## config.mk

```make
export PLATFORM = sky130hd
export DESIGN_NAME = mac_8bit_tap_seq
export DESIGN_NICKNAME = d
export VERILOG_FILES = /design/src/rtl/mac_8bit_tap_seq.sv
export SDC_FILE = /design/constraint.sdc
export NUM_CORES = 1
export LEC_CHECK = 0
export ABC_AREA = 1
export CAP_MARGIN = 20
export CORE_MARGIN = 1
export CORE_UTILIZATION = 42
export CTS_CLUSTER_SIZE = 20
export DETAILED_ROUTE_END_ITERATION = 6
export GPL_TIMING_DRIVEN = 0
export PLACE_DENSITY = 0.72
export RECOVER_POWER = 100
export SLEW_MARGIN = 30
export SYNTH_ARGS = -nofsm -noshare
export SYNTH_HDL_FRONTEND = slang
export SYNTH_SLANG_ARGS = --single-unit
```

## constraint.sdc

```tcl
create_clock -name MAC_ACC_CLK -period 1.5 [get_ports MAC_ACC_CLK]
set_input_delay 0.3 -clock MAC_ACC_CLK [delete_from_list [all_inputs] [get_ports MAC_ACC_CLK]]
set_output_delay 0.3 -clock MAC_ACC_CLK [all_outputs]
set_load 0.01 [all_outputs]
```

## src/rtl/mac_8bit_tap_seq.sv

```systemverilog
// -----------------------------------------------------------------------------
// mac_8bit_tap_seq
//   Sequencer/driver for one 8-bit MAC slice (initiator side of the MAC
//   control/data interface). A job is configured with a start pulse, then
//   operand/coefficient pairs stream in over a valid/ready port. Each
//   accepted pair is staged for one cycle and issued to the MAC as one
//   accumulate. The first tap seeds the accumulator with zero or the round
//   constant. After the last tap the MAC output byte is captured and
//   returned on a valid/ready result port.
//
// Ports
//   MAC_ACC_CLK, acc_ff_rstn     clock, async active-low reset
//   cfg_tap_cnt/out_sel/rnd/sat/tc  job configuration, latched on start
//   start, abort, busy           job control / status
//   in_valid/in_ready/in_oper/in_coef   tap pair stream
//   MAC_*, EFPGA_MATHB_CLK_EN    drive to the MAC slice
//   MAC_OUT                      MAC result byte
//   res_valid/res_ready/res_data result handshake
// -----------------------------------------------------------------------------
module mac_8bit_tap_seq #(
    parameter int TAP_W = 8
) (
    input  logic             MAC_ACC_CLK,
    input  logic             acc_ff_rstn,
    input  logic [TAP_W-1:0] cfg_tap_cnt,
    input  logic [5:0]       cfg_out_sel,
    input  logic             cfg_rnd,
    input  logic             cfg_sat,
    input  logic             cfg_tc,
    input  logic             start,
    input  logic             abort,
    output logic             busy,
    input  logic             in_valid,
    output logic             in_ready,
    input  logic [7:0]       in_oper,
    input  logic [7:0]       in_coef,
    output logic [7:0]       MAC_OPER_DATA,
    output logic [7:0]       MAC_COEF_DATA,
    output logic             EFPGA_MATHB_CLK_EN,
    output logic             MAC_ACC_CLEAR,
    output logic             MAC_ACC_RND,
    output logic             MAC_ACC_SAT,
    output logic [5:0]       MAC_OUT_SEL,
    output logic             MAC_TC,
    input  logic [7:0]       MAC_OUT,
    output logic             res_valid,
    input  logic             res_ready,
    output logic [7:0]       res_data
);

    typedef enum logic [1:0] {
        S_IDLE   = 2'd0,
        S_RUN    = 2'd1,
        S_CAPT   = 2'd2,
        S_RESULT = 2'd3
    } state_t;

    state_t r_state;
    state_t w_state_nxt;

    // Latched job configuration
    logic [TAP_W-1:0] r_tap_cnt;
    logic [5:0]       r_out_sel;
    logic             r_rnd;
    logic             r_sat;
    logic             r_tc;

    // Number of pairs accepted in the current job
    logic [TAP_W-1:0] r_acc_cnt;

    // One-deep issue stage
    logic             r_stg_vld;
    logic             r_stg_first;
    logic             r_stg_last;
    logic [7:0]       r_stg_oper;
    logic [7:0]       r_stg_coef;

    logic [7:0]       r_res_data;

    logic             w_in_ready;
    logic             w_accept;
    logic             w_go_run;

    assign w_in_ready = (r_state == S_RUN) && (r_acc_cnt < r_tap_cnt);
    assign w_accept   = w_in_ready && in_valid;
    assign w_go_run   = (r_state == S_IDLE) && (w_state_nxt == S_RUN);

    // -------------------------------------------------------------------------
    // FSM
    // -------------------------------------------------------------------------
    always_ff @(posedge MAC_ACC_CLK or negedge acc_ff_rstn) begin
        if (!acc_ff_rstn) r_state <= S_IDLE;
        else              r_state <= w_state_nxt;
    end

    always_comb begin
        w_state_nxt = r_state;
        case (r_state)
            S_IDLE: begin
                // Zero-length jobs are dropped; abort wins over start.
                if (start && (cfg_tap_cnt != '0) && !abort) w_state_nxt = S_RUN;
            end
            S_RUN: begin
                if (abort)                         w_state_nxt = S_IDLE;
                else if (r_stg_vld && r_stg_last)  w_state_nxt = S_CAPT;
            end
            S_CAPT: begin
                if (abort) w_state_nxt = S_IDLE;
                else       w_state_nxt = S_RESULT;
            end
            S_RESULT: begin
                if (abort || res_ready) w_state_nxt = S_IDLE;
            end
            default: w_state_nxt = S_IDLE;
        endcase
    end

    // -------------------------------------------------------------------------
    // Config latch, tap counter, issue stage, result capture
    // -------------------------------------------------------------------------
    always_ff @(posedge MAC_ACC_CLK or negedge acc_ff_rstn) begin
        if (!acc_ff_rstn) begin
            r_tap_cnt   <= '0;
            r_out_sel   <= '0;
            r_rnd       <= 1'b0;
            r_sat       <= 1'b0;
            r_tc        <= 1'b0;
            r_acc_cnt   <= '0;
            r_stg_vld   <= 1'b0;
            r_stg_first <= 1'b0;
            r_stg_last  <= 1'b0;
            r_stg_oper  <= '0;
            r_stg_coef  <= '0;
            r_res_data  <= '0;
        end else begin
            if (w_go_run) begin
                r_tap_cnt <= cfg_tap_cnt;
                r_out_sel <= cfg_out_sel;
                r_rnd     <= cfg_rnd;
                r_sat     <= cfg_sat;
                r_tc      <= cfg_tc;
                r_acc_cnt <= '0;
            end

            // The stage drains every cycle, so it only holds a tap for the
            // single cycle following its accept. Abort discards it.
            r_stg_vld <= w_accept && !abort;
            if (w_accept && !abort) begin
                r_stg_oper  <= in_oper;
                r_stg_coef  <= in_coef;
                r_stg_first <= (r_acc_cnt == '0);
                r_stg_last  <= (r_acc_cnt == (r_tap_cnt - TAP_W'(1)));
                r_acc_cnt   <= r_acc_cnt + TAP_W'(1);
            end

            // The accumulator holds the final sum during CAPT.
            if ((r_state == S_CAPT) && !abort) r_res_data <= MAC_OUT;
        end
    end

    // -------------------------------------------------------------------------
    // Outputs
    // -------------------------------------------------------------------------
    assign busy               = (r_state != S_IDLE);
    assign in_ready           = w_in_ready;
    assign MAC_OPER_DATA      = r_stg_oper;
    assign MAC_COEF_DATA      = r_stg_coef;
    assign EFPGA_MATHB_CLK_EN = r_stg_vld;
    assign MAC_ACC_CLEAR      = r_stg_vld & r_stg_first & ~r_rnd;
    assign MAC_ACC_RND        = r_stg_vld & r_stg_first &  r_rnd;
    assign MAC_ACC_SAT        = r_sat;
    assign MAC_OUT_SEL        = r_out_sel;
    assign MAC_TC             = r_tc;
    assign res_valid          = (r_state == S_RESULT);
    assign res_data           = r_res_data;

endmodule

```

Word level (Yosys, flattened, before mapping)
Cells that the tools add are included.

$add $sub $neg: 2. Multipliers: 0. Divide/modulo/power cells: 0. $lt $le $gt $ge: 1. Eq/ne operators: 5. Shift operators: 0. Mux-type cells: 8. Bitwise gates (word level): 4. Reductions and logical operators: 15.

Operator list (count): $mux 8 (2); $mux 2 (5); $add 8x1->8 const B (1); $eq 8x8->1 (1); $logic_and 1x1->1 (8); $logic_not 8->1 (1); $lt 8x8->1 (1); $pmux 2 s4 (1); $reduce_bool 8->1 (1); $sub 8x1->8 const B (1); $eq 2x1->1 const B (2); $eq 2x2->1 const B (2); $reduce_bool 2->1 (2); $and 1x1->1 (3); $logic_not 2->1 (1); $logic_not 1->1 (1); $logic_or 1x1->1 (1); $not 1->1 (1).

Flip-flop bits (word level): 54. Latch bits: 0. RAM bits: 0. Memory bits (read-only): 0. Input port bits: 47. Output and inout bits: 38. Logic and storage cells: 48. Memories: 0.

Longest topological paths before layout
Gate-level depths: netlist of the first run.

Depth after elaboration: 9. Gate-level depth with buffers: 11. Depth with buffers taken out: 11.

Least setup slack after synthesis of the first run
No wires, ideal clock.

Path kind: register -> register. Start: register r_tap_cnt[6]. End: register r_stg_coef[4], in the netlist MAC_COEF_DATA[4]. Library setup time: 0.116 ns. Arrival: 1.516 ns. Required time: 1.384 ns. Slack: -0.133 ns. Cell stages (with the launch flop): 11. Buffers on the path: 2. Period minus slack after synthesis: 1.633 ns. Cells stage by stage: dfrtp_1 > inv_1 > ha_1 > a21oi_1 > nor2_1 > nor2_2 > nand3b_2 > buf_6 > buf_6 > nand2_1 > nand2_1.

Cells in the longest elaborated chain, start to end: 4.

Ends and longest elaborated chain: start, declared (RTL line 62) `logic [TAP_W-1:0] r_tap_cnt;`; start signal, assigned (RTL line 137) `r_tap_cnt <= cfg_tap_cnt;`; $lt 8x8->1 (RTL line 84) `assign w_in_ready = (r_state == S_RUN) && (r_acc_cnt < r_tap_cnt);`; $logic_and 1x1->1 (RTL line 84); $logic_and 1x1->1 (RTL line 85) `assign w_accept = w_in_ready && in_valid;`; $logic_and 1x1->1 (RTL line 148) `if (w_accept && !abort) begin`; end signal, assigned (RTL line 150) `r_stg_coef <= in_coef;`; end, declared (RTL line 76) `logic [7:0] r_stg_coef;`.

Every way passes these cells. A chain may end at the register's enable or synchronous reset.

Worst setup path in the final report of the first run
Start: register r_tap_cnt[2]. End: output port in_ready.

Cells in the longest elaborated chain, start to end: 2.

Ends and longest elaborated chain: $lt 8x8->1 (RTL line 84); $logic_and 1x1->1 (RTL line 84); end, declared (RTL line 34) `output logic in_ready,`.

Every way passes these cells.

==> flow_summary.yaml, run 1 <==
route:
  firstDrtPassIters: 4
  drc_errors: 0
  drt_wl_total_um: 7310
  vias: 2622
  drtIter0Drc: 163
  avgRoutedWirePerCell_um: 13.6
  ant_nets: 0
  viasPerCell: 4.86
worst_setup_path:
  end_kind: "output port"
  path_buf_inv: 3
  cp.arrival_ns: 1.58
  path_cells: "inv_2 -> ha_1 -> nand2_2 -> o21ai_2 -> nand2_2 -> nand2_1 -> inv_1 -> buf_6"
  required_ns: 1.20
  setup.worst_path.class: "register to output port"
  r2r_setup_slack_ns: -0.29
  cpMostUsedCell: "nand2_2"
  rr_endpoint: "MAC_OPER_DATA[4]"
  slowest_delay_ns: 0.38
  critPathTopFamily: "flip-flops"
  cp_slowest_cell: "dfrtp_1"
  worst_r2r_path_depth: 12
  worstPathMaxFanout: 5
  cp-start-kind: "register"
  r2r_start: "r_tap_cnt[2]"
clocking:
  htree_levels: 2
  cts_root_buffer: "clkbuf_8"
  path_clk_slew_ns: 0.09
  tritoncts: "done"
  clkSinkCount: 54
  clk_latency_ns: 0.30
  cts_made_buffers: 5
  cts_buffer_depth: 2
sta:
  maxSlewViolCount: 0
  setup_viol: 36
  finalHoldViolCount: 0
  hold_slack_ns: 0.286
  period_needed_ns: 1.88
  rsz0062_at_grt: "true"
  post-route-period-util_pct: 126
  fin_ws_ns: -0.384
  tightest_slew_ns: 0.704
  max_freq_ghz: 0.531
  fin_skew_ns: 0.00749
  relSlewSlack_pct: 53.0
yosys:
  yosys_warnings: 0
  synth_seq_area_share_pct: 49.0
  netlist_instances: 330
  syn_area_um2: 2760
  synth.distinct_cells: 22
  avgSynthCellArea_um2: 8.35
  synth_nets: 388
  synth-seq-cells: 54
outcome:
  violations: "setup timing"
  status: "finished, violations left"
die:
  start_util_pct: 43.4
  core_region_area_um2: 6350
  io_pins: 85
  die_x_um: 83.0
  die-area_um2: 6890
  die_h_um: 83.0
  row_count: 29
finish:
  fin_nets: 520
  diodes: 0
  synthToLayoutAreaGrowth_pct: 59.9
  final_cells: 539
  multiInputGateArea_um2: 1460
  drive_above_1_share_pct: 31.8
  fillCellCount: 479
  register_area_um2: 1360
hold_path:
  hold_class: "input pin to register"
  holdPathStages: 3
  min_to: "r_tap_cnt[0]"
  hp-start: "cfg_tap_cnt[0]"
global_route:
  grt_use_total_pct: 20.6
  grt_pass1_wl_um: 11700
  grt_max_degree: 29
  antenna_found_initial: 0
  grt.busiest_layer: "met2"
  gr-usage-met1_pct: 25.2
  grt_overflow: 0
  met2_usage_pct: 35.2
  grt_pass1_vias: 2674
  use_met3_pct: 5.77
placed_design:
  portBuffers: 84
  dp_cells: 492
  hpwl_um: 4620
  gp_congestion: 0.834
pwr:
  power.density_nw_per_um2: 1060
  vdd_ir_drop_max_v: 0.000820
  leakagePower_nw: 2.32
run:
  drv_cap: 0
cell usage in the layout (no fill, tap or decap), drive strengths merged, types with 2 or more instances in the layout:
cell type / instances
xor2: 4
nand2: 123
nand3: 21
nand4: 4
nor2: 27
dlygate4sd3: 2
buf: 45
dlygate4sd2: 26
dlymetal6s2s: 8
a21oi: 4
inv: 38
dfrtp: 54
or2: 2
clkbuf: 13
clkdlybuf4s25: 7
clkdlybuf4s50: 36
o21ai: 18
mux2: 16
ha: 11
metal layers:
metal	vias to the layer above	part of all wire, %
met1	1231	42
met4	0	2.0
li1	1302	-
met3	16	6.2
met2	73	50
met5	-	0
registers in the layout, summed over array words and instances, names as in the netlist:
name                cells
r_acc_cnt               8
r_rnd                   1
MAC_COEF_DATA           8
r_stg_last              1
EFPGA_MATHB_CLK_EN      1
MAC_OPER_DATA           8
MAC_TC                  1
r_stg_first             1
r_state                 2
res_data                8
r_tap_cnt               8
MAC_OUT_SEL             6
MAC_ACC_SAT             1
cell usage after synthesis:
cell type / number / area (um2)
clkbuf_1: 1 / 3.75
nand3_1: 21 / 105
o21ai_0: 17 / 85.1
buf_4: 1 / 7.51
nor2_2: 2 / 12.5
nand4_1: 4 / 25.0
nand2_1: 123 / 462
buf_6: 4 / 45.0
nor2_1: 24 / 90.1
inv_1: 35 / 131
o31ai_1: 1 / 7.51
clkinv_2: 1 / 5.00
nor2_4: 1 / 11.3
mux2_2: 16 / 180
nand3b_2: 1 / 11.3
xor2_1: 4 / 35.0
a21oi_1: 4 / 20.0
ha_1: 11 / 138
o21ai_2: 1 / 8.76
or2_2: 2 / 12.5
dfrtp_1: 54 / 1350
inv_2: 2 / 7.51
layout make-up:
cell class	instances	area share [%]
multi-input cells	232	33.0
well taps	77	2.19
inverters	38	3.63
repair buffers	125	26.9
clock buffers	6	1.65
clock inverters	1	0.170
flip-flops and latches	54	30.8
plain buffers	6	1.65
worst reg2reg max path, delay by kind of cell, from the launching register on:
kind,cells,cell delay (ns)
AOI/OAI and AO/OA,1,0.17
DFF,1,0.38
and+or+nand+nor,5,0.36
adders and majority gates,1,0.30
buffers and inverters,5,0.50
cell families (layout without fill, tap and decap cells):
kind of cell	Yosys count	after routing	synth area share [%]
AOI/OAI and AO/OA	23	23	4.41
xor gates and xnor gates	4	4	1.27
adders and majority gates	11	11	5.00
buffers and inverters	44	176	7.27
DFF	54	54	49.0
muxes	16	16	6.54
and+or+nand+nor	178	178	26.5
where the power goes:
part / leakage, nW / internal [mW] / total, mW / switching (mW)
clock network: 0.0373 / 0.322 / 0.785 / 0.463
registers: 0.684 / 1.77 / 1.99 / 0.220
logic: 1.60 / 0.995 / 1.92 / 0.926
total: 2.32 / 3.08 / 4.69 / 1.61
per-stage QoR:
step,setup WS [ns],utilization [%],power (mW),area [um2],TNS [ns]
finish,-0.384,69.4,4.69,4410,-7.51
global route,-0.461,69.4,4.99,4410,-10.94
CTS,-0.340,64.6,4.43,4100,-6.52
detailed placement,-0.673,58.8,3.58,3730,-21.82
global placement,-1.55,58.5,3.53,3710,-104.07
floorplan,-0.0951,-,2.77,2780,-1.69
worst max-delay path by stage:
stage | from | depth (start not counted) | slack, ns | to
floorplan | r_tap_cnt[2] | 10 | -0.1 | r_acc_cnt[5]
global placement | acc_ff_rstn | 1 | -1.55 | MAC_OPER_DATA[2]
detailed placement | r_tap_cnt[2] | 8 | -0.67 | in_ready
CTS | r_tap_cnt[1] | 8 | -0.34 | in_ready
global route | r_tap_cnt[2] | 8 | -0.46 | in_ready
finish | r_tap_cnt[2] | 8 | -0.38 | in_ready
what timing repair did:
action                                  in CTS  in global routing
buffers inserted                            23                 14
pin swaps                                    7                 28
cloned                                       2                  1
hold endpoints to repair                    27                  0
endpoints found under the setup margin      76                 56
gates resized for setup                     66                 98
hold buffers                                 1                  0
(Power assumes the default switching activity.)
==> run 2, diff against run 1 <==
ABC_CLOCK_PERIOD_IN_PS = 1500   (was default)
CORE_MARGIN = 1.5   (was 1)
PLACE_DENSITY = 0.75   (was 0.72)
==> run 2 against run 1 <==
The flow still finishes with violations (setup timing). Worst setup slack worse by 0.015 ns. Core utilization down 0.79 points. Largest power group unchanged. Clock skew down 0.00097 ns. Design area down 1.1%. Critical path type unchanged.
==> flow_summary.yaml, run 2 (synthesis gave the netlist of run 1 again) <==
pwr:
  power.internal_mw: 3.09
  share_seq_of_total_power_pct: 42.0
  clockPowerShare_pct: 18.2
  power.density_nw_per_um2: 1080
  vdd_ir_drop_max_v: 0.000755
  pwr-share-comb_pct: 39.8
  leakagePower_nw: 2.24
  p_sw_share_pct: 34.3
  switchingPower_mw: 1.61
hold_path:
  hold_class: "register to register"
  hp-start: "MAC_OPER_DATA[1]"
sta:
  tightest_slew_ns: 0.700
  fin_ws_ns: -0.399
  fin_skew_ns: 0.00652
  period_needed_ns: 1.90
  rsz0062_at_grt: "true"
  setup_viol: 37
  relSlewSlack_pct: 53.3
  maxSlewViolCount: 0
  finalHoldViolCount: 0
  post-route-period-util_pct: 127
  max_freq_ghz: 0.527
  hold_slack_ns: 0.487
finish:
  drive_above_1_share_pct: 35.1
  multiInputGateArea_um2: 1470
  diodes: 0
  fin_area_um2: 4360
  fillCellCount: 488
  layout_common_cells: "nand2_1, dfrtp_1, clkdlybuf4s50_1, nand2_2, dlygate4sd2_1"
  register_area_um2: 1360
  synthToLayoutAreaGrowth_pct: 58.1
  layout_commonest_cell: "nand2_1"
  fin_nets: 519
worst_setup_path:
  cpMostUsedCell: "nand2_1"
  rr_endpoint: "r_stg_last"
  r2r_start: "r_tap_cnt[5]"
  path_cells: "inv_2 -> ha_4 -> nand4_1 -> nand2_1 -> nor2_2 -> nand2_1 -> inv_1 -> buf_6"
  critPathTopFamily: "flip-flops"
  cp_slowest_cell: "dfrtp_2"
  r2r_setup_slack_ns: -0.36
  cp-start-kind: "register"
  end_kind: "output port"
  setup.worst_path.class: "register to output port"
  critPathCapture: "in_ready"
  cp.arrival_ns: 1.60
  slowest_delay_ns: 0.46
  worst_r2r_path_depth: 15
  startpoint: "r_tap_cnt[5]"
  cp_num_cells: 8
  required_ns: 1.20
  path_buf_inv: 3
  worstPathMaxFanout: 4
global_route:
  grt_pass1_vias: 2824
  antenna_found_initial: 0
  grt_overflow: 0
  grt_pass1_wl_um: 12500
  grt_max_degree: 29
  grt_use_total_pct: 21.8
route:
  drc_errors: 0
  firstDrtPassIters: 4
  ant_nets: 0
  drt_wl_total_um: 7620
  vias: 2679
  avgRoutedWirePerCell_um: 14.1
  drtIter0Drc: 179
  viasPerCell: 4.97
clocking:
  tritoncts: "done"
  cts_made_buffers: 5
  cts_buffer_depth: 2
  htree_levels: 2
  clkSinkCount: 54
  path_clk_slew_ns: 0.10
  clk_latency_ns: 0.31
  cts_root_buffer: "clkbuf_8"
die:
  die-area_um2: 7050
  start_util_pct: 43.4
  core_region_area_um2: 6350
  die_h_um: 84.0
  die_x_um: 84.0
  row_count: 29
  io_pins: 85
placed_design:
  hpwl_um: 4850
  gp_congestion: 0.863
  place_area_um2: 3730
  portBuffers: 84
outcome:
  status: "finished, violations left"
  violations: "setup timing"
run:
  drv_cap: 0
-- run 2: cell count changes in the layout (fill, tap and decap cells not counted), moves of 7 or more --
cell	previous run	this run
clkdlybuf4s25_1	7	0
dlymetal6s2s_1	8	0
nand2_1	89	80
dlygate4sd2_1	26	33
nand2_2	27	41
clkdlybuf4s50_1	36	45
-- run 2: layout make-up --
cell class / instances / share of cell area (%)
plain buffers: 6 / 1.58
clock buffers: 6 / 1.90
clock inverters: 2 / 0.287
inverters: 38 / 3.50
multi-input cells: 232 / 33.7
flip-flops and latches: 54 / 31.2
well taps: 77 / 2.21
repair buffers: 123 / 25.4
repair inverters: 1 / 0.258
-- run 2: power by group through the flow --
stage / sequential [mW] / combinational [mW] / clock, mW
final: 1.98 / 1.87 / 0.854
after global routing: 2.02 / 2.06 / 0.930
after CTS: 1.97 / 1.77 / 0.874
after detailed placement: 2.01 / 1.58 / 0
after global placement: 1.99 / 1.54 / 0
after floorplan: 2.08 / 0.688 / 0
-- run 2: how the worst min path moves through the flow --
stage / depth (start not counted) / slack [ns] / endpoint
5_1_grt: 2 / 0.51 / MAC_OPER_DATA[1]
2_1_floorplan: 0 / 0.004 / EFPGA_MATHB_CLK_EN
4_1_cts: 2 / 0.46 / r_acc_cnt[0]
3_3_place_gp: 2 / 0.46 / MAC_COEF_DATA[6]
6_report: 2 / 0.49 / MAC_OPER_DATA[1]
3_5_place_dp: 1 / 0.25 / r_tap_cnt[1]
-- run 2: worst register-to-register path: cells and delay by family (launching register included) --
kind	cells	cell delay (ns)
AND/OR/NAND/NOR	9	0.71
buffers and inverters	6	0.68
flip-flops	1	0.43
-- run 2: metal layers --
layer	track usage [%]	wire [um]
met1	25.1	3010
met3	5.93	468
met5	0	0
met4	7.15	160
met2	39.3	3990
-- run 2: what timing repair did --
| item | in CTS | in global routing |
|---|---|---|
| resized for setup | 119 | 48 |
| setup endpoints to repair | 83 | 48 |
| hold buffers | 1 | 0 |
| gates cloned | 4 | 0 |
| hold endpoints to repair | 27 | 0 |
| setup buffers | 31 | 5 |
| pin swaps | 27 | 18 |
-- run 2: through the flow --
stage	power, mW	cells	setup WS [ns]	util, %	TNS [ns]
2_1_floorplan	2.77	330	-0.0951	-	-1.69
3_3_place_gp	3.53	491	-1.53	58.5	-102.44
3_5_place_dp	3.59	492	-0.661	58.8	-20.83
4_1_cts	4.61	535	-0.345	67.3	-8.44
5_1_grt	5.01	539	-0.488	68.6	-11.61
6_report	4.70	539	-0.399	68.6	-8.76
==> run 3, diff against run 2 <==
PLACE_DENSITY = 0.76   (was 0.75)
==> run 3 against run 2 <==
The flow still finishes with violations (setup timing). Critical path depth rose by 4. Fmax rose by 0.66%. Wire length fell by 2.6%. Non-clock buffer count fell by 4. Design area rose by 0.86%. Worst hold slack got worse by 0.20 ns. Register-to-register slack got worse by 0.03 ns. Global-route usage fell by 0.52 points. Worst setup slack improved by 0.012 ns. Sequential share of layout area fell by 0.35 points. Via count fell by 1.6%. Cell count fell by 0.74%. Critical path type is now register to register. Largest cell class unchanged. Largest power group unchanged. Highest routed layer unchanged.
==> flow_summary.yaml, run 3 (synthesis gave the netlist of run 1 again) <==
route:
  wl_met3_um: 488
  ant_nets: 0
  drt_wl_total_um: 7430
  drc_errors: 0
  drt-met1-wl_um: 2920
  firstDrtPassIters: 4
  vias: 2636
  viasPerCell: 4.93
  drtIter0Drc: 147
  avgRoutedWirePerCell_um: 13.9
  route.met2.wl_um: 3870
  dr.max_layer_used: "met4"
finish:
  layout_commonest_cell: "nand2_1"
  utilization_pct: 69.2
  layout_common_cells: "nand2_1, dfrtp_1, clkdlybuf4s50_1, dlygate4sd2_1, nand2_2"
  diodes: 0
  fin_nets: 515
  fillCellCount: 477
  synthToLayoutAreaGrowth_pct: 59.5
  fin_area_um2: 4390
  multiInputGateArea_um2: 1490
  register_area_um2: 1360
  drive_above_1_share_pct: 29.9
sta:
  fin_tns_setup_ns: -8.55
  max_freq_ghz: 0.530
  relSlewSlack_pct: 54.9
  rsz0062_at_grt: "true"
  tightest_slew_ns: 0.677
  post-route-period-util_pct: 126
  hold_slack_ns: 0.284
  setup_viol: 29
  finalHoldViolCount: 0
  fin_skew_ns: 0.0109
  fin_ws_ns: -0.386
  maxSlewViolCount: 0
  period_needed_ns: 1.89
clocking:
  path_clk_slew_ns: 0.10
  cts_made_buffers: 5
  htree_levels: 2
  cts_buffer_depth: 2
  clkSinkCount: 54
  clk_latency_ns: 0.31
  tritoncts: "done"
  cts_root_buffer: "clkbuf_8"
outcome:
  violations: "setup timing"
  status: "finished, violations left"
pwr:
  pwr-share-comb_pct: 40.5
  p_sw_share_pct: 34.6
  power.density_nw_per_um2: 1080
  leakagePower_nw: 2.28
  clockPowerShare_pct: 17.3
  switchingPower_mw: 1.63
  vdd_ir_drop_max_v: 0.000880
  power.internal_mw: 3.09
  share_seq_of_total_power_pct: 42.2
hold_path:
  hold_class: "input pin to register"
placed_design:
  portBuffers: 84
  pre_cts_ws_ns: -0.667
  place_area_um2: 3730
  gp_congestion: 0.897
  hpwl_um: 4810
die:
  row_count: 29
  io_pins: 85
  die_h_um: 84.0
  core_region_area_um2: 6350
  die-area_um2: 7050
  start_util_pct: 43.4
  die_x_um: 84.0
global_route:
  grt_pass1_vias: 2825
  grt_pass1_wl_um: 12300
  grt_use_total_pct: 21.3
  grt_max_degree: 29
  grt_overflow: 0
  antenna_found_initial: 0
worst_setup_path:
  worstPathMaxFanout: 4
  setup.worst_path.class: "register to register"
  cp.arrival_ns: 2.09
  path_cells: "inv_2 -> ha_4 -> nand2_4 -> o21ai_4 -> nand2_2 -> buf_4 -> nand3b_4 -> buf_6 -> buf_6 -> clkinv_4 -> nand2_2 -> o21ai_0"
  end_kind: "register"
  cp_slowest_cell: "dfrtp_1"
  required_ns: 1.70
  slowest_delay_ns: 0.41
  cp-start-kind: "register"
run:
  drv_cap: 0
==> run 3: final timing paths <==
path / from / to / slack, ns / cells after the start
worst max-delay path: r_tap_cnt[2] / r_acc_cnt[6] / -0.39 / 12
worst min-delay path: abort / r_state[1] / 0.28 / 2
worst max register to register: r_tap_cnt[2] / r_acc_cnt[6] / -0.39 / 12
worst min register to register: MAC_OPER_DATA[3] / MAC_OPER_DATA[3] / 0.49 / 2
max in group asynchronous: acc_ff_rstn / res_data[5] / 0.26 / 3
min in group asynchronous: acc_ff_rstn / r_acc_cnt[0] / 0.55 / 2
==> run 3: area by class of cell <==
type,instances,area share [%]
well taps,77,2.19
repair inverters,1,0.199
multi-input cells,232,33.8
clock inverters,2,0.313
plain buffers,6,1.65
inverters,38,3.70
repair buffers,119,25.6
flip-flops and latches,54,30.9
clock buffers,6,1.65
==> run 3: critical path, delay by kind of cell (launching register included) <==
| family | cells | cell delay [ns] |
|---|---|---|
| and+or+nand+nor | 4 | 0.32 |
| DFF | 1 | 0.41 |
| buffers and inverters | 5 | 0.51 |
| AOI/OAI and AO/OA | 2 | 0.25 |
| adders and majority gates | 1 | 0.27 |
==> run 3: through the flow <==
step	power, mW	cells
after floorplan	2.77	330
after global placement	3.53	491
after detailed placement	3.58	492
after CTS	4.51	527
after global routing	5.03	535
final	4.73	535
==> run 3: power by group through the flow <==
stage               clock, mW  sequential (mW)  combinational [mW]
global route            0.879             2.03                2.12
global placement            0             1.99                1.54
floorplan                   0             2.08               0.688
CTS                     0.830             1.97                1.72
finish                  0.817             1.99                1.92
detailed placement          0             2.00                1.58
==> run 3: what timing repair did <==
| item | in CTS | in global routing |
|---|---|---|
| gates resized for setup | 90 | 62 |
| setup buffers | 22 | 8 |
| hold endpoints to repair | 26 | 0 |
| setup endpoints to repair | 80 | 51 |
| pin swaps | 18 | 21 |
| gates cloned | 4 | 0 |
| hold buffers | 1 | 0 |
==> run 3: metal layers <==
layer	vias to the layer above	GRT usage [%]
li1	1297	-
met1	1240	23.8
met2	82	38.3
met3	17	6.53
met4	0	7.45
met5	-	0
